$ cat src/rtl/mul_div_unit_pkg.sv
// Shared definitions for the sequential multiply/divide unit beside the ALU.
package mul_div_unit_pkg;

    localparam int MD_WIDTH = 32;

    localparam logic MD_OP_MUL = 1'b0;
    localparam logic MD_OP_DIV = 1'b1;

    typedef enum logic [1:0] {
        IDLE = 2'd0,
        CALC = 2'd1,
        FIX  = 2'd2
    } md_state_e;

endpackage

$ cat src/rtl/mul_div_unit_if.sv
// Request/result bundle between the control sequencer (master) and the mul/div unit (slave).
interface mul_div_unit_if
    import mul_div_unit_pkg::*;
#(
    parameter int WIDTH = MD_WIDTH
) ();

    logic             start;
    logic             op;
    logic [WIDTH-1:0] a;
    logic [WIDTH-1:0] b;
    logic             busy;
    logic             done;
    logic [WIDTH-1:0] result_hi;
    logic [WIDTH-1:0] result_lo;
    logic             div_by_zero;

    modport master (
        output start, op, a, b,
        input  busy, done, result_hi, result_lo, div_by_zero
    );

    modport slave (
        input  start, op, a, b,
        output busy, done, result_hi, result_lo, div_by_zero
    );

endinterface

$ cat src/rtl/md_addsub.sv
// Single (N)-bit carry chain shared by the Booth add/subtract and the divide step.
module md_addsub #(
    parameter int N = 33
) (
    input  logic [N-1:0] x,
    input  logic [N-1:0] y,
    input  logic         sub,
    output logic [N-1:0] sum
);

    // Subtraction as x + ~y + 1 keeps a single adder.
    assign sum = x + (y ^ {N{sub}}) + {{(N-1){1'b0}}, sub};

endmodule

$ cat src/rtl/mul_div_unit.sv
// Sequential signed multiply (radix-2 Booth) / divide (non-restoring on magnitudes).
//   state | meaning
//   IDLE  | waiting for start; busy low
//   CALC  | one Booth or divide iteration per cycle, cnt 0..31
//   FIX   | remainder correction, sign fix-up, results written, done pulsed
module mul_div_unit
    import mul_div_unit_pkg::*;
#(
    parameter int WIDTH = MD_WIDTH
) (
    input  logic           clk,
    input  logic           clr,
    mul_div_unit_if.slave  bus
);

    md_state_e        state, state_nxt;
    logic [4:0]       cnt;
    logic             op_r, neg_q, neg_r, dbz_pend, q_m1;
    logic [WIDTH:0]   acc, m, acc_n, add_x, add_y, sum;
    logic [WIDTH-1:0] q, a_r, rem_mag, a_mag, b_mag;
    logic             add_sub, booth_add;
    logic             done_r, dbz_r;
    logic [WIDTH-1:0] hi_r, lo_r;

    md_addsub #(.N(WIDTH + 1)) u_addsub (
        .x   (add_x),
        .y   (add_y),
        .sub (add_sub),
        .sum (sum)
    );

    assign a_mag = bus.a[WIDTH-1] ? -bus.a : bus.a;
    assign b_mag = bus.b[WIDTH-1] ? -bus.b : bus.b;

    always_ff @(posedge clk) begin
        if (clr) state <= IDLE;
        else     state <= state_nxt;
    end

    always_comb begin
        state_nxt = state;
        case (state)
            IDLE: if (bus.start)
                      state_nxt = (bus.op == MD_OP_DIV && bus.b == '0) ? FIX : CALC;
            CALC: if (cnt == 5'd31) state_nxt = FIX;
            FIX:  state_nxt = IDLE;
            default: state_nxt = IDLE;
        endcase
    end

    always_comb begin
        bus.busy        = (state != IDLE);
        bus.done        = done_r;
        bus.result_hi   = hi_r;
        bus.result_lo   = lo_r;
        bus.div_by_zero = dbz_r;
    end

    // Divide: shift-then-add/sub driven by the partial remainder sign; in FIX the
    // same adder restores a negative remainder.
    always_comb begin
        add_x   = acc;
        add_y   = m;
        add_sub = 1'b0;
        if (op_r == MD_OP_DIV) begin
            if (state == CALC) begin
                add_x   = {acc[WIDTH-1:0], q[WIDTH-1]};
                add_sub = ~acc[WIDTH];
            end
        end else begin
            add_sub = q[0] & ~q_m1;
        end
    end

    assign booth_add = q[0] ^ q_m1;
    assign acc_n     = booth_add ? sum : acc;
    assign rem_mag   = acc[WIDTH] ? sum[WIDTH-1:0] : acc[WIDTH-1:0];

    always_ff @(posedge clk) begin
        if (clr) begin
            cnt      <= '0;
            done_r   <= 1'b0;
            dbz_r    <= 1'b0;
            hi_r     <= '0;
            lo_r     <= '0;
            acc      <= '0;
            m        <= '0;
            q        <= '0;
            q_m1     <= 1'b0;
            op_r     <= MD_OP_MUL;
            neg_q    <= 1'b0;
            neg_r    <= 1'b0;
            dbz_pend <= 1'b0;
            a_r      <= '0;
        end else begin
            done_r <= 1'b0;
            case (state)
                IDLE: if (bus.start) begin
                    op_r     <= bus.op;
                    a_r      <= bus.a;
                    acc      <= '0;
                    q_m1     <= 1'b0;
                    cnt      <= '0;
                    dbz_r    <= 1'b0;
                    neg_q    <= bus.a[WIDTH-1] ^ bus.b[WIDTH-1];
                    neg_r    <= bus.a[WIDTH-1];
                    dbz_pend <= (bus.op == MD_OP_DIV) && (bus.b == '0);
                    if (bus.op == MD_OP_DIV) begin
                        q <= a_mag;
                        m <= {1'b0, b_mag};
                    end else begin
                        q <= bus.b;
                        m <= {bus.a[WIDTH-1], bus.a};
                    end
                end
                CALC: begin
                    cnt <= cnt + 5'd1;
                    if (op_r == MD_OP_DIV) begin
                        acc <= sum;
                        q   <= {q[WIDTH-2:0], ~sum[WIDTH]};
                    end else begin
                        acc  <= {acc_n[WIDTH], acc_n[WIDTH:1]};
                        q    <= {acc_n[0], q[WIDTH-1:1]};
                        q_m1 <= q[0];
                    end
                end
                FIX: begin
                    done_r <= 1'b1;
                    if (dbz_pend) begin
                        dbz_r <= 1'b1;
                        hi_r  <= a_r;
                        lo_r  <= '1;
                    end else if (op_r == MD_OP_DIV) begin
                        hi_r <= neg_r ? -rem_mag : rem_mag;
                        lo_r <= neg_q ? -q : q;
                    end else begin
                        hi_r <= acc[WIDTH-1:0];
                        lo_r <= q;
                    end
                end
                default: ;
            endcase
        end
    end

endmodule

$ cat src/flat_wrapper.sv
// flat-port wrapper written by rule: the top's interface ports become plain ports
module mul_div_unit_flat import mul_div_unit_pkg::*;
#(
    parameter int WIDTH = MD_WIDTH
)
  (clk, clr, bus_start, bus_op, bus_a, bus_b, bus_busy, bus_done, bus_result_hi, bus_result_lo, bus_div_by_zero);
  mul_div_unit_if #(.WIDTH(WIDTH)) bus_i ();
  input  logic clk;
  input  logic clr;
  input wire logic [$bits(bus_i.start)-1:0] bus_start;
  input wire logic [$bits(bus_i.op)-1:0] bus_op;
  input wire logic [$bits(bus_i.a)-1:0] bus_a;
  input wire logic [$bits(bus_i.b)-1:0] bus_b;
  output wire logic [$bits(bus_i.busy)-1:0] bus_busy;
  output wire logic [$bits(bus_i.done)-1:0] bus_done;
  output wire logic [$bits(bus_i.result_hi)-1:0] bus_result_hi;
  output wire logic [$bits(bus_i.result_lo)-1:0] bus_result_lo;
  output wire logic [$bits(bus_i.div_by_zero)-1:0] bus_div_by_zero;
  assign bus_i.start = bus_start;
  assign bus_i.op = bus_op;
  assign bus_i.a = bus_a;
  assign bus_i.b = bus_b;
  assign bus_busy = bus_i.busy;
  assign bus_done = bus_i.done;
  assign bus_result_hi = bus_i.result_hi;
  assign bus_result_lo = bus_i.result_lo;
  assign bus_div_by_zero = bus_i.div_by_zero;
  mul_div_unit #(.WIDTH(WIDTH)) u_core (.clk(clk), .clr(clr), .bus(bus_i));
endmodule
$ cat config.mk
export PLATFORM = sky130hd
export DESIGN_NAME = mul_div_unit_flat
export DESIGN_NICKNAME = d
export VERILOG_FILES = /design/src/rtl/mul_div_unit_pkg.sv /design/src/rtl/mul_div_unit_if.sv /design/src/rtl/md_addsub.sv /design/src/rtl/mul_div_unit.sv /design/src/flat_wrapper.sv
export SDC_FILE = /design/constraint.sdc
export NUM_CORES = 1
export LEC_CHECK = 0
export BUFFER_PORTS_ARGS = -buffer_cell sky130_fd_sc_hd__buf_2
export CELL_PAD_IN_SITES_DETAIL_PLACEMENT = 0
export CELL_PAD_IN_SITES_GLOBAL_PLACEMENT = 1
export CORE_ASPECT_RATIO = 0.8
export CORE_UTILIZATION = 46
export CTS_BUF_LIST = sky130_fd_sc_hd__clkbuf_8
export DETAILED_ROUTE_END_ITERATION = 7
export GPL_ROUTABILITY_DRIVEN = 0
export PLACE_DENSITY_LB_ADDON = 0.1
export SLEW_MARGIN = 20
export SYNTH_ARGS = -nofsm -noshare
export SYNTH_HDL_FRONTEND = slang
export SYNTH_SLANG_ARGS = --single-unit
export TNS_END_PERCENT = 30
$ cat constraint.sdc
create_clock -name clk -period 6.1 [get_ports clk]
set_clock_uncertainty 0.2 [all_clocks]
set_input_delay 1.22 -clock clk [delete_from_list [all_inputs] [get_ports clk]]
set_output_delay 1.22 -clock clk [all_outputs]
set_load 0.05 [all_outputs]
After elaboration in Yosys (flattened, before gate mapping)
Index checks and enable logic that the tools add are counted.
{"block": "op_classes", "eq_ne": 7, "mux": 34, "bitwise": 7, "n_addsub": 7, "n_reduce_logical": 11}
{"operator": "2-to-1 mux 32 bit", "n": 12}
{"operator": "2-to-1 mux 33 bit", "n": 6}
{"operator": "negation 32 bit", "n": 4}
{"operator": "one-hot mux 33 bit (2 select lines)", "n": 1}
{"operator": "one-hot mux 32 bit (2 select lines)", "n": 1}
{"operator": "adder 33 x 1 -> 33 bit", "n": 1}
{"operator": "adder 33 bit", "n": 1}
{"operator": "XOR 33 bit", "n": 1}
{"operator": "zero test 32 bit", "n": 1}
{"operator": "one-hot mux 5 bit (2 select lines)", "n": 1}
{"operator": "2-to-1 mux 1 bit", "n": 6}
{"operator": "2-to-1 mux 2 bit", "n": 3}
{"operator": "AND reduction 2 bit", "n": 3}
{"operator": "AND reduction 3 bit", "n": 2}
{"operator": "nonzero test 2 bit", "n": 3}
{"operator": "adder 5 x 1 -> 5 bit, second input constant", "n": 1}
{"operator": "equality test 5 bit, second input constant", "n": 1}
{"operator": "2-to-1 mux 5 bit", "n": 1}
{"operator": "inequality test 2 x 1 -> 1 bit, second input constant", "n": 2}
{"operator": "inequality test 2 bit, second input constant", "n": 2}
{"operator": "one-hot mux 1 bit (2 select lines)", "n": 2}
{"operator": "one-hot mux 2 bit (2 select lines)", "n": 1}
{"operator": "NOT 1 bit", "n": 3}
{"operator": "equality test 2 x 1 -> 1 bit, second input constant", "n": 1}
{"operator": "5 further kinds", "n": 6}
{"block": "totals", "register_bits": 208, "output_inout_bits": 67, "inputBits": 68}

Depth between registers and ports, before layout
Gate-level depths: netlist of the first run.
{"block": "depth", "ltp_word": 11, "depth_mapped": 23}

Modules after synthesis
Synthesis of the first run repeated with hierarchy kept, for this count alone.
{"block": "unflattened", "hier_cells": 2068, "hier_area_um2": 15816.4}
{"mod": "mul_div_unit", "cells_each": 1745, "instances": 1, "area_per_inst_um2": 13563.0}
{"mod": "md_addsub", "cells_each": 323, "instances": 1, "area_per_inst_um2": 2253.4}

Worst setup path before layout of the first run
No wires, ideal clock.
{"block": "synth_timing", "path_type": "register -> register", "startpoint": "register u_core.q_m1", "endpoint": "register u_core.hi_r[31] (netlist: u_core.bus.result_hi[31])", "synth_period_minus_slack_ps": 5270, "stages_incl_launch_ff": 20, "required_time_ps": 5809, "setup_ps": 91, "path_slack_ps": 830, "arrival_time_ps": 4979, "cell_sequence": "dfxtp_1 > inv_1 > ha_1 > nor2b_1 > nor2_1 > clkbuf_1 > xnor2_1 > ha_1 > nor2b_1 > o31a_2 > o31ai_4 > o31ai_2 > a2111oi_2 > nor4_1 > o32a_1 > or4_4 > o31ai_2 > mux2i_1 > nor4_1 > a311oi_1"}
{"block": "synth_via", "elab_chain_len": 11}
{"element": "start, declared", "line": "mul_div_unit.sv:18", "rtl": "logic op_r, neg_q, neg_r, dbz_pend, q_m1;"}
{"element": "start signal, assigned", "line": "mul_div_unit.sv:124", "rtl": "q_m1 <= q[0];"}
{"element": "NOT 1 bit (*)", "line": "mul_div_unit.sv:71", "rtl": "add_sub = q[0] & ~q_m1;"}
{"element": "AND 1 bit (*)", "line": "mul_div_unit.sv:71"}
{"element": "2-to-1 mux 1 bit (*)", "line": "mul_div_unit.sv:65", "rtl": "if (op_r == MD_OP_DIV) begin"}
{"element": "XOR 33 bit", "line": "md_addsub.sv:12", "rtl": "assign sum = x + (y ^ {N{sub}}) + {{(N-1){1'b0}}, sub};"}
{"element": "adder 33 bit", "line": "md_addsub.sv:12"}
{"element": "adder 33 x 1 -> 33 bit (*)", "line": "md_addsub.sv:12"}
{"element": "2-to-1 mux 32 bit (*)", "line": "mul_div_unit.sv:77", "rtl": "assign rem_mag = acc[WIDTH] ? sum[WIDTH-1:0] : acc[WIDTH-1:0];"}
{"element": "negation 32 bit", "line": "mul_div_unit.sv:134", "rtl": "hi_r <= neg_r ? -rem_mag : rem_mag;"}
{"element": "2-to-1 mux 32 bit (*)", "line": "mul_div_unit.sv:134"}
{"element": "2-to-1 mux 32 bit (*)", "line": "mul_div_unit.sv:133", "rtl": "end else if (op_r == MD_OP_DIV) begin"}
{"element": "2-to-1 mux 32 bit (*)", "line": "mul_div_unit.sv:129", "rtl": "if (dbz_pend) begin"}
{"element": "end signal, assigned", "line": "mul_div_unit.sv:131", "rtl": "hi_r <= a_r;"}
{"element": "end signal, assigned", "line": "mul_div_unit.sv:134"}
{"element": "end signal, assigned", "line": "mul_div_unit.sv:137", "rtl": "hi_r <= acc[WIDTH-1:0];"}
{"element": "end, declared", "line": "mul_div_unit.sv:23", "rtl": "logic [WIDTH-1:0] hi_r, lo_r;"}
Mark *: on every way between the ends. The rest lies on a longest branch, timed or not.
A chain may end at the register's enable or synchronous reset.

Worst setup path in the final report of the first run
{"block": "layout_timing", "startpoint": "register u_core.state[1]", "endpoint": "register u_core.hi_r[31] (netlist: u_core.bus.result_hi[31])"}
{"block": "layout_via", "elab_chain_len": 11}
{"element": "start, declared", "line": "mul_div_unit.sv:16", "rtl": "md_state_e state, state_nxt;"}
{"element": "start signal, assigned", "line": "mul_div_unit.sv:37", "rtl": "else state <= state_nxt;"}
{"element": "equality test 2 x 1 -> 1 bit", "line": "mul_div_unit.sv:66", "rtl": "if (state == CALC) begin"}
{"element": "2-to-1 mux 1 bit", "line": "mul_div_unit.sv:66"}
{"element": "2-to-1 mux 1 bit", "line": "mul_div_unit.sv:65"}
{"element": "XOR 33 bit", "line": "md_addsub.sv:12"}
{"element": "adder 33 bit", "line": "md_addsub.sv:12"}
{"element": "adder 33 x 1 -> 33 bit", "line": "md_addsub.sv:12"}
{"element": "2-to-1 mux 32 bit", "line": "mul_div_unit.sv:77"}
{"element": "negation 32 bit", "line": "mul_div_unit.sv:134"}
{"element": "2-to-1 mux 32 bit", "line": "mul_div_unit.sv:134"}
{"element": "2-to-1 mux 32 bit", "line": "mul_div_unit.sv:133"}
{"element": "2-to-1 mux 32 bit", "line": "mul_div_unit.sv:129"}
Parallel ways exist; a longest one is shown, timed or not.

==> impl_metrics.ini, run 1 <==
[final_layout]
diodes = 0
multi_input_area_um2 = 10900
layout_common_cells = nand2_1, nor2_1, dfxtp_1
final_common_cell = nand2_1
area_delta_synth_final_pct = 10.9
fin_area_um2 = 17500
register_area_um2 = 4150
layout.cells.non_filler = 2708
drive_gt1_share_pct = 13.3
fillers = 3414
finalNetCount = 2355

[global_route]
grt_pass1_vias = 14800
track_usage_pct = 32.8
grt_max_degree = 83
grt_antenna_before_repair = 0
grt-ovfl-total = 0
grt_pass1_wl_mm = 90.2

[power]
peakVddDrop_mv = 0.168
leakage_uw = 0.00669
pwr_density_cell_nw_per_um2 = 234

[floorplanning]
die_w_um = 209
dieArea_um2 = 35100
core_area_um2 = 33700
io_pins = 135
start_util_pct = 46.9
fp.dieH_um = 168
rows = 60

[clock_tree]
clk_pin_slew_worst_paths_ns = 0.07
clk_path_buf_depth = 3
cts_root_buffer = clkbuf_8
tritoncts = built
htree_levels = 2
clock_latency_ns = 0.58
cts_sinks = 207
numCtsBuffers = 38

[drt]
dr_wl_met3_mm = 5.02
dr.max_layer_used = met4
dr.first_iter.drc_count = 1882
wirelength_mm = 59.1
wl_per_cell_um = 21.8
drt-met1-wl_mm = 28.0
vias_per_cell = 6.15
drtAntennaViolNets = 0
wl_met2_mm = 24.7
first_pass_iters = 7
drc = 0
dr_total_vias = 16700

[place]
place_inst = 2637
placed_area_um2 = 16700
portBuffers = 134
place_ws_ns = 0.180
place_hpwl_mm = 43.0

[timing]
max_freq_mhz = 175
rsz0062_at_grt = true
fin_crit_sh_pct = 93.7
finalWorstSetupSlack_ns = 0.383
tightest_slew_ns = 1.05
hold_viol = 0
timing.max_slew.rel_slack_pct = 30.0
setup_viol = 0
min_period_ns = 5.72
drv_slew = 0

[synthesis]
synth-seq-area-share_pct = 26.2
netlist_instances = 2207
syn-num-nets = 2314
ys_warn_count = 0
async_flop_share_pct = 0
syn-cell-area_um2 = 15800
synth_top_area_cell = dfxtp_1
synth_edf_count = 0
synth_top_area_share_pct = 26.2
synth.distinct_cells = 88
synthTopCellsByArea = dfxtp_1, nand2_1, nor2_1, a21oi_1, xor2_1
ys_ff_latch = 207
postSynthAreaPerCell_um2 = 7.17
synth_ff_type = dfxtp_1

[setup_path]
criticalPathCategory = reg2reg
arrival_ns = 6.00
crit_path_end_kind = register
cp_slowest_stage_delay_ns = 0.56
startpoint_type = register
cp.required_ns = 6.38
worstPathMaxFanout = 19
cp_slowest_cell = dfxtp_1
path_cells = and4bb_4 > nor2_4 > buf_4 > xnor2_1 > ha_1 > a21oi_1 > o21ai_0 > nor3_1 > nand3_1 > a211oi_1 > xor2_1 > a31oi_1 > or4_4 > o31ai_2 > mux2i_1 > nor4_1 > a311oi_1

[hold_path]
hold_path_class = reg2reg

[flow_run]
cap_violations = 0

[outcome]
status = complete, no violations
## per-stage QoR
stage / util [%] / power, uW / hold slack [ns] / TNS, ns
final: 52.0 / 4100 / 0.255 / 0
after global routing: 52.0 / 4290 / 0.270 / -0.0617
after CTS: 51.9 / 4080 / 0.254 / 0
after detailed placement: 49.6 / 2670 / 0.248 / 0
after global placement: 49.6 / 2660 / 0.241 / 0
after floorplan: - / 2310 / 0.231 / 0
## per-layer routing
| layer | global-route usage, % | up-vias |
|---|---|---|
| met4 | 8.57 | 0 |
| met3 | 6.32 | 83 |
| met5 | 0 | - |
| met1 | 48.7 | 7924 |
| met2 | 47.9 | 687 |
| li1 | - | 7960 |
## flip-flops by register name (all words and copies together), names as in the netlist, 2 cells and up
register and cells:
u_core.a_r 31, u_core.acc 33, u_core.add_y 33, u_core.bus.result_hi 32, u_core.bus.result_lo 32, u_core.cnt 5, u_core.q 32, u_core.state 2
## layout make-up
class	count	share of cell area, %
multi-input cells	1787	62.1
flip-flops and latches	207	23.7
repair buffers	181	5.89
clock buffers	48	3.77
well taps	434	3.10
clock inverters	18	0.735
inverters	33	0.706
## cell families (layout without fill, tap and decap cells)
kind of cell,after synthesis,after routing,synth area share [%]
xor gates and xnor gates,175,175,9.79
and+or+nand+nor,826,826,23.1
AOI/OAI and AO/OA,679,679,28.1
muxes,68,68,4.43
adders and majority gates,39,39,3.13
DFF,207,207,26.2
buffers and inverters,213,280,5.21
## power breakdown
part	leakage, uW	switching (uW)	internal (uW)
clock network	0.000448	631	790
registers	0.00169	98.8	1410
logic	0.00456	750	416
## timing repair
item,in CTS,in global routing
resized for setup,0,1
buffers inserted,0,5
endpoints found under the hold margin,0,0
hold buffers,0,0
setup endpoints to repair,0,12
## critical path: cells and delay by family, from the launching register on
kind	cells	cell delay, ns
adders and majority gates	1	0.42
buffers and inverters	1	0.38
xor gates and xnor gates	2	0.39
muxes	1	0.23
DFF	1	0.56
AOI/OAI and AO/OA	6	1.74
and+or+nand+nor	6	1.69
## worst paths after layout
kind	start	endpoint	slack, ns	cells after the start
setup / recovery	u_core.state[1]	u_core.bus.result_hi[31]	0.38	17
hold / removal	u_core.bus.result_hi[4]	u_core.bus.result_hi[4]	0.26	2
setup reg to reg	u_core.state[1]	u_core.bus.result_hi[31]	0.38	17
hold reg to reg	u_core.bus.result_hi[4]	u_core.bus.result_hi[4]	0.26	2
## Yosys cell counts, types with 10 or more instances
master and instances:
nand2_1 321, nor2_1 313, dfxtp_1 207, a21oi_1 197
o21ai_0 152, clkbuf_1 150, a211oi_1 109, xor2_1 98
xnor2_1 75, mux2i_1 52, o31ai_1 42, ha_1 38
nor3_1 36, inv_1 33, nand3_1 20, o211ai_1 20
or3_1 19, a221oi_1 18, mux2_2 16, nand2b_1 15
buf_1 14, nand4_1 14, a222oi_1 13, a31oi_1 13
a21o_1 12, buf_2 12, nor4_1 12, or4_1 12
nand3b_1 11, nor2b_1 10, or2_2 10
Power figures use the tool's default switching activity.
==> inputs of run 2 (changes only) <==
- clock period: 6.1 -> 6.5 ns (I/O delays scaled with it)
==> impl_metrics.ini, run 2 (synthesis results as in run 1) <==
[clock_tree]
htree_levels = 2
clk_path_buf_depth = 3
numCtsBuffers = 38
clock_latency_ns = 0.57
clk_pin_slew_worst_paths_ns = 0.06
cts_root_buffer = clkbuf_8
cts_sinks = 207
post_cts_buffers = 0
tritoncts = built
hold_buffers = 0
cts_resized = 0

[flow_run]
cap_violations = 0

[outcome]
violations = design-rule violations
status = finished with violations

[setup_path]
reg2reg_depth = 16
startpoint = u_core.state[1]
rrSetupSlack_ns = 0.45
worstPathMaxFanout = 11
reg2reg_to = u_core.bus.result_hi[31]
criticalPathCategory = reg2reg
startpoint_type = register
reg2reg_from = u_core.state[1]
crit_path_end_kind = register
arrival_ns = 6.31
cp.required_ns = 6.76

[final_layout]
fillers = 3406
drive_gt1_share_pct = 12.7
finish.utilization_pct = 51.6
finalNetCount = 2344
area_delta_synth_final_pct = 10.0
layout.cells.non_filler = 2698
layout_common_cells = nand2_1, nor2_1, dfxtp_1
final_common_cell = nand2_1

[global_route]
grt_use_met2_pct = 46.8
grt_pass1_wl_mm = 89.3
grtUsageMet1_pct = 49.5
busiest_layer = met1
track_usage_pct = 32.5
grt_antenna_before_repair = 2
grt-ovfl-total = 0
grt_util_met3_pct = 5.32
grt_max_degree = 93
grt_pass1_vias = 14500

[floorplanning]
die_w_um = 209
dieArea_um2 = 35100
fp.dieH_um = 168
start_util_pct = 46.9
core_area_um2 = 33700
io_pins = 135
rows = 60

[drt]
drtAntennaViolNets = 0
first_pass_iters = 8
wl_per_cell_um = 21.7
dr.first_iter.drc_count = 1865
drc = 3
wirelength_mm = 58.6
dr_total_vias = 16600
vias_per_cell = 6.16

[hold_path]
whs_endpoint = u_core.bus.result_hi[15]
hold_path.startpoint = u_core.bus.result_hi[15]
hold_path_class = reg2reg
whs_path_depth = 2

[timing]
max_freq_mhz = 165
tightest_slew_ns = 1.01
finalWorstSetupSlack_ns = 0.451
tns_ns = 0
min_period_ns = 6.05
hold_viol = 0
timing.max_slew.rel_slack_pct = 32.8
rsz0062_at_grt = false
setup_viol = 0
drv_slew = 0
fin_crit_sh_pct = 93.1

[power]
pwr_density_cell_nw_per_um2 = 214
leakage_uw = 0.00662
peakVddDrop_mv = 0.209

[place]
place_hpwl_mm = 42.9
place_ws_ns = 0.219
place_inst = 2630
portBuffers = 134
-- run 2: per-stage QoR --
stage               total power (uW)  hold WS, ns  area (um^2)
finish                          3730        0.251        17400
global route                    3890        0.267        17400
CTS                             3710        0.251        17400
detailed placement              2490        0.244        16700
global placement                2480        0.241        16700
floorplan                       2170        0.231        15800
-- run 2: area by class of cell --
| class | count | area [um^2] | share of cell area [%] |
|---|---|---|---|
| Multi-Input combinational cell | 1788 | 10900 | 62.7 |
| Antenna cell | 1 | 2.50 | 0.0144 |
| Sequential cell | 207 | 4150 | 23.9 |
| Clock inverter | 23 | 123 | 0.705 |
| Inverter | 33 | 124 | 0.712 |
| Timing Repair Buffer | 169 | 955 | 5.49 |
| Clock buffer | 43 | 592 | 3.40 |
| Tap cell | 434 | 543 | 3.12 |
-- run 2: layer usage --
metal / wire length (um) / vias to the layer above
met5: 13 / -
met4: 1210 / 2
met3: 5270 / 73
met2: 24400 / 714
met1: 27700 / 7895
li1: - / 7945
-- run 2: worst max-delay path: stages (launching register included) --
cell and delay (ns):
dfxtp_1 0.56, and4bb_4 0.34, nor2_2 0.62, xnor2_1 0.14
ha_1 0.48, nand4_1 0.24, or3_1 0.36, nor4_1 0.78
a21o_1 0.23, xor2_1 0.06, buf_4 0.16, o32a_1 0.35
or4_4 0.56, o31ai_2 0.35, mux2i_1 0.22, nor4_1 0.07
a311oi_1 0.21
-- run 2: worst max-delay path by stage --
stage | endpoint | depth (start not counted) | slack [ns]
after floorplan | u_core.bus.result_hi[31] | 19 | 1.23
after detailed placement | u_core.bus.result_hi[28] | 17 | 0.22
after global placement | u_core.bus.result_hi[28] | 17 | 0.46
after global routing | u_core.bus.result_hi[28] | 18 | 0.09
final | u_core.bus.result_hi[31] | 16 | 0.45
after CTS | u_core.bus.result_hi[28] | 17 | 0.19
-- run 2: power by group --
| part | total, uW | switching, uW | internal (uW) | leakage [uW] |
|---|---|---|---|---|
| clock | 1230 | 590 | 642 | 0.000428 |
| sequential | 1420 | 93.1 | 1330 | 0.00169 |
| combinational | 1080 | 695 | 381 | 0.00450 |
==> inputs of run 3 (changes only) <==
- BUFFER_PORTS_ARGS: -buffer_cell sky130_fd_sc_hd__buf_2 -> unset
- CORE_UTILIZATION: 46 -> 49
- DONT_BUFFER_PORTS: unset -> 1
==> impl_metrics.ini, run 3 (synthesis results as in run 1) <==
[outcome]
status = complete, no violations

[setup_path]
crit_path_end_kind = register
critPathBufInv = 2
cp.required_ns = 6.78
path_depth = 17
path_cells = and4bb_4 > nor2_4 > buf_4 > buf_4 > xnor2_1 > ha_1 > nand2_1 > o31ai_1 > a211oi_1 > a2111oi_2 > nand4bb_1 > nor4b_2 > nand3_2 > o2111ai_1 > o31ai_1 > or4_1 > o22ai_1
reg2reg_depth = 17
cp_slowest_cell = o31ai_1
arrival_ns = 6.20
critical-path-top-delay-family = simple AND/OR/NAND/NOR gates
worstPathMaxFanout = 18
startpoint_type = register
criticalPathCategory = reg2reg
cp_slowest_stage_delay_ns = 0.66

[timing]
drv_slew = 0
finalWorstSetupSlack_ns = 0.582
tns_ns = 0
setup_viol = 0
rsz0062_at_grt = false
tightest_slew_ns = 0.975
min_period_ns = 5.92
fin_crit_sh_pct = 91.0
hold_viol = 0
timing.max_slew.rel_slack_pct = 35.0
max_freq_mhz = 169

[clock_tree]
cts_root_buffer = clkbuf_8
cts_sinks = 207
hold_buffers = 0
htree_levels = 2
post_cts_buffers = 0
clk_path_buf_depth = 3
cts_resized = 0
numCtsBuffers = 38
tritoncts = built
clock_latency_ns = 0.57
clk_pin_slew_worst_paths_ns = 0.06

[drt]
drc = 0
vias_per_cell = 6.27
dr.first_iter.drc_count = 1755
dr_total_vias = 16000
drtAntennaViolNets = 0
wl_per_cell_um = 22.7
first_pass_iters = 6
wirelength_mm = 57.8

[floorplanning]
start_util_pct = 50.1
core_area_um2 = 31600
fp.dieH_um = 163
die_w_um = 203
rows = 58
io_pins = 135
dieArea_um2 = 33000

[final_layout]
final_common_cell = nand2_1
fillers = 3116
fin_area_um2 = 16800
finalNetCount = 2214
multi_input_area_um2 = 10900
register_area_um2 = 4150
drive_gt1_share_pct = 7.59
diodes = 0
area_delta_synth_final_pct = 6.00
finish.utilization_pct = 53.1
layout_common_cells = nand2_1, nor2_1, dfxtp_1

[place]
portBuffers = 0
place_ws_ns = 0.744
place_hpwl_mm = 41.7
placed_area_um2 = 16000

[global_route]
track_usage_pct = 34.3
grt-ovfl-total = 0
grt_max_degree = 208
grt_pass1_wl_mm = 88.0
grt_antenna_before_repair = 2
grt_pass1_vias = 14300

[flow_run]
cap_violations = 0

[hold_path]
hold_path_class = reg2reg
whs_path_depth = 2

[power]
peakVddDrop_mv = 0.156
leakage_uw = 0.00601
pwr_density_cell_nw_per_um2 = 223
-- run 3: changes by cell type in the layout (fill, tap and decap cells not counted), sizes merged --
cell    change
inv         -4
clkinv      +3
clkbuf      -1
diode       -1
nor2        -1
buf       -129
bufinv      +2
-- run 3: cell type report --
cell class	instances	share of cell area, %
Tap cell	420	3.13
Clock buffer	42	3.45
Timing Repair Buffer	40	1.79
Sequential cell	207	24.8
Inverter	33	0.739
Multi-Input combinational cell	1787	65.0
Clock inverter	24	1.15
-- run 3: worst min-delay path: stages, from the launching register on --
cell     delay (ns)
dfxtp_1        0.31
nand2_1        0.05
a21oi_1        0.05
-- run 3: path summary, 6_finish.rpt --
| path | start | endpoint | slack [ns] |
|---|---|---|---|
| hold reg to reg | u_core.a_r[20] | u_core.a_r[20] | 0.26 |
| setup / recovery | u_core.state[1] | u_core.bus.result_hi[25] | 0.58 |
| setup reg to reg | u_core.state[1] | u_core.bus.result_hi[25] | 0.58 |
| hold / removal | u_core.a_r[20] | u_core.a_r[20] | 0.26 |
-- run 3: power breakdown --
group | switching, uW | leakage (uW) | total [uW] | internal, uW
registers | 97.6 | 0.00169 | 1420 | 1330
clock network | 610 | 0.000438 | 1330 | 718
logic | 616 | 0.00388 | 991 | 374
-- run 3: through the flow --
stage | hold slack [ns] | total power [uW] | cells
after global placement | 0.238 | 2400 | 2487
final | 0.256 | 3740 | 2553
after detailed placement | 0.244 | 2410 | 2487
after CTS | 0.252 | 3740 | 2553
after floorplan | 0.231 | 2170 | 2207
after global routing | 0.281 | 3920 | 2553
-- run 3: metal layers --
metal	wire [um]	GRT usage, %	share of wire (%)	vias to the layer above
met1	26500	49.5	46	7534
met4	1400	8.82	2.4	0
met5	0	0	0	-
met2	24000	49.6	41	704
li1	-	-	-	7686
met3	5950	9.46	10	84
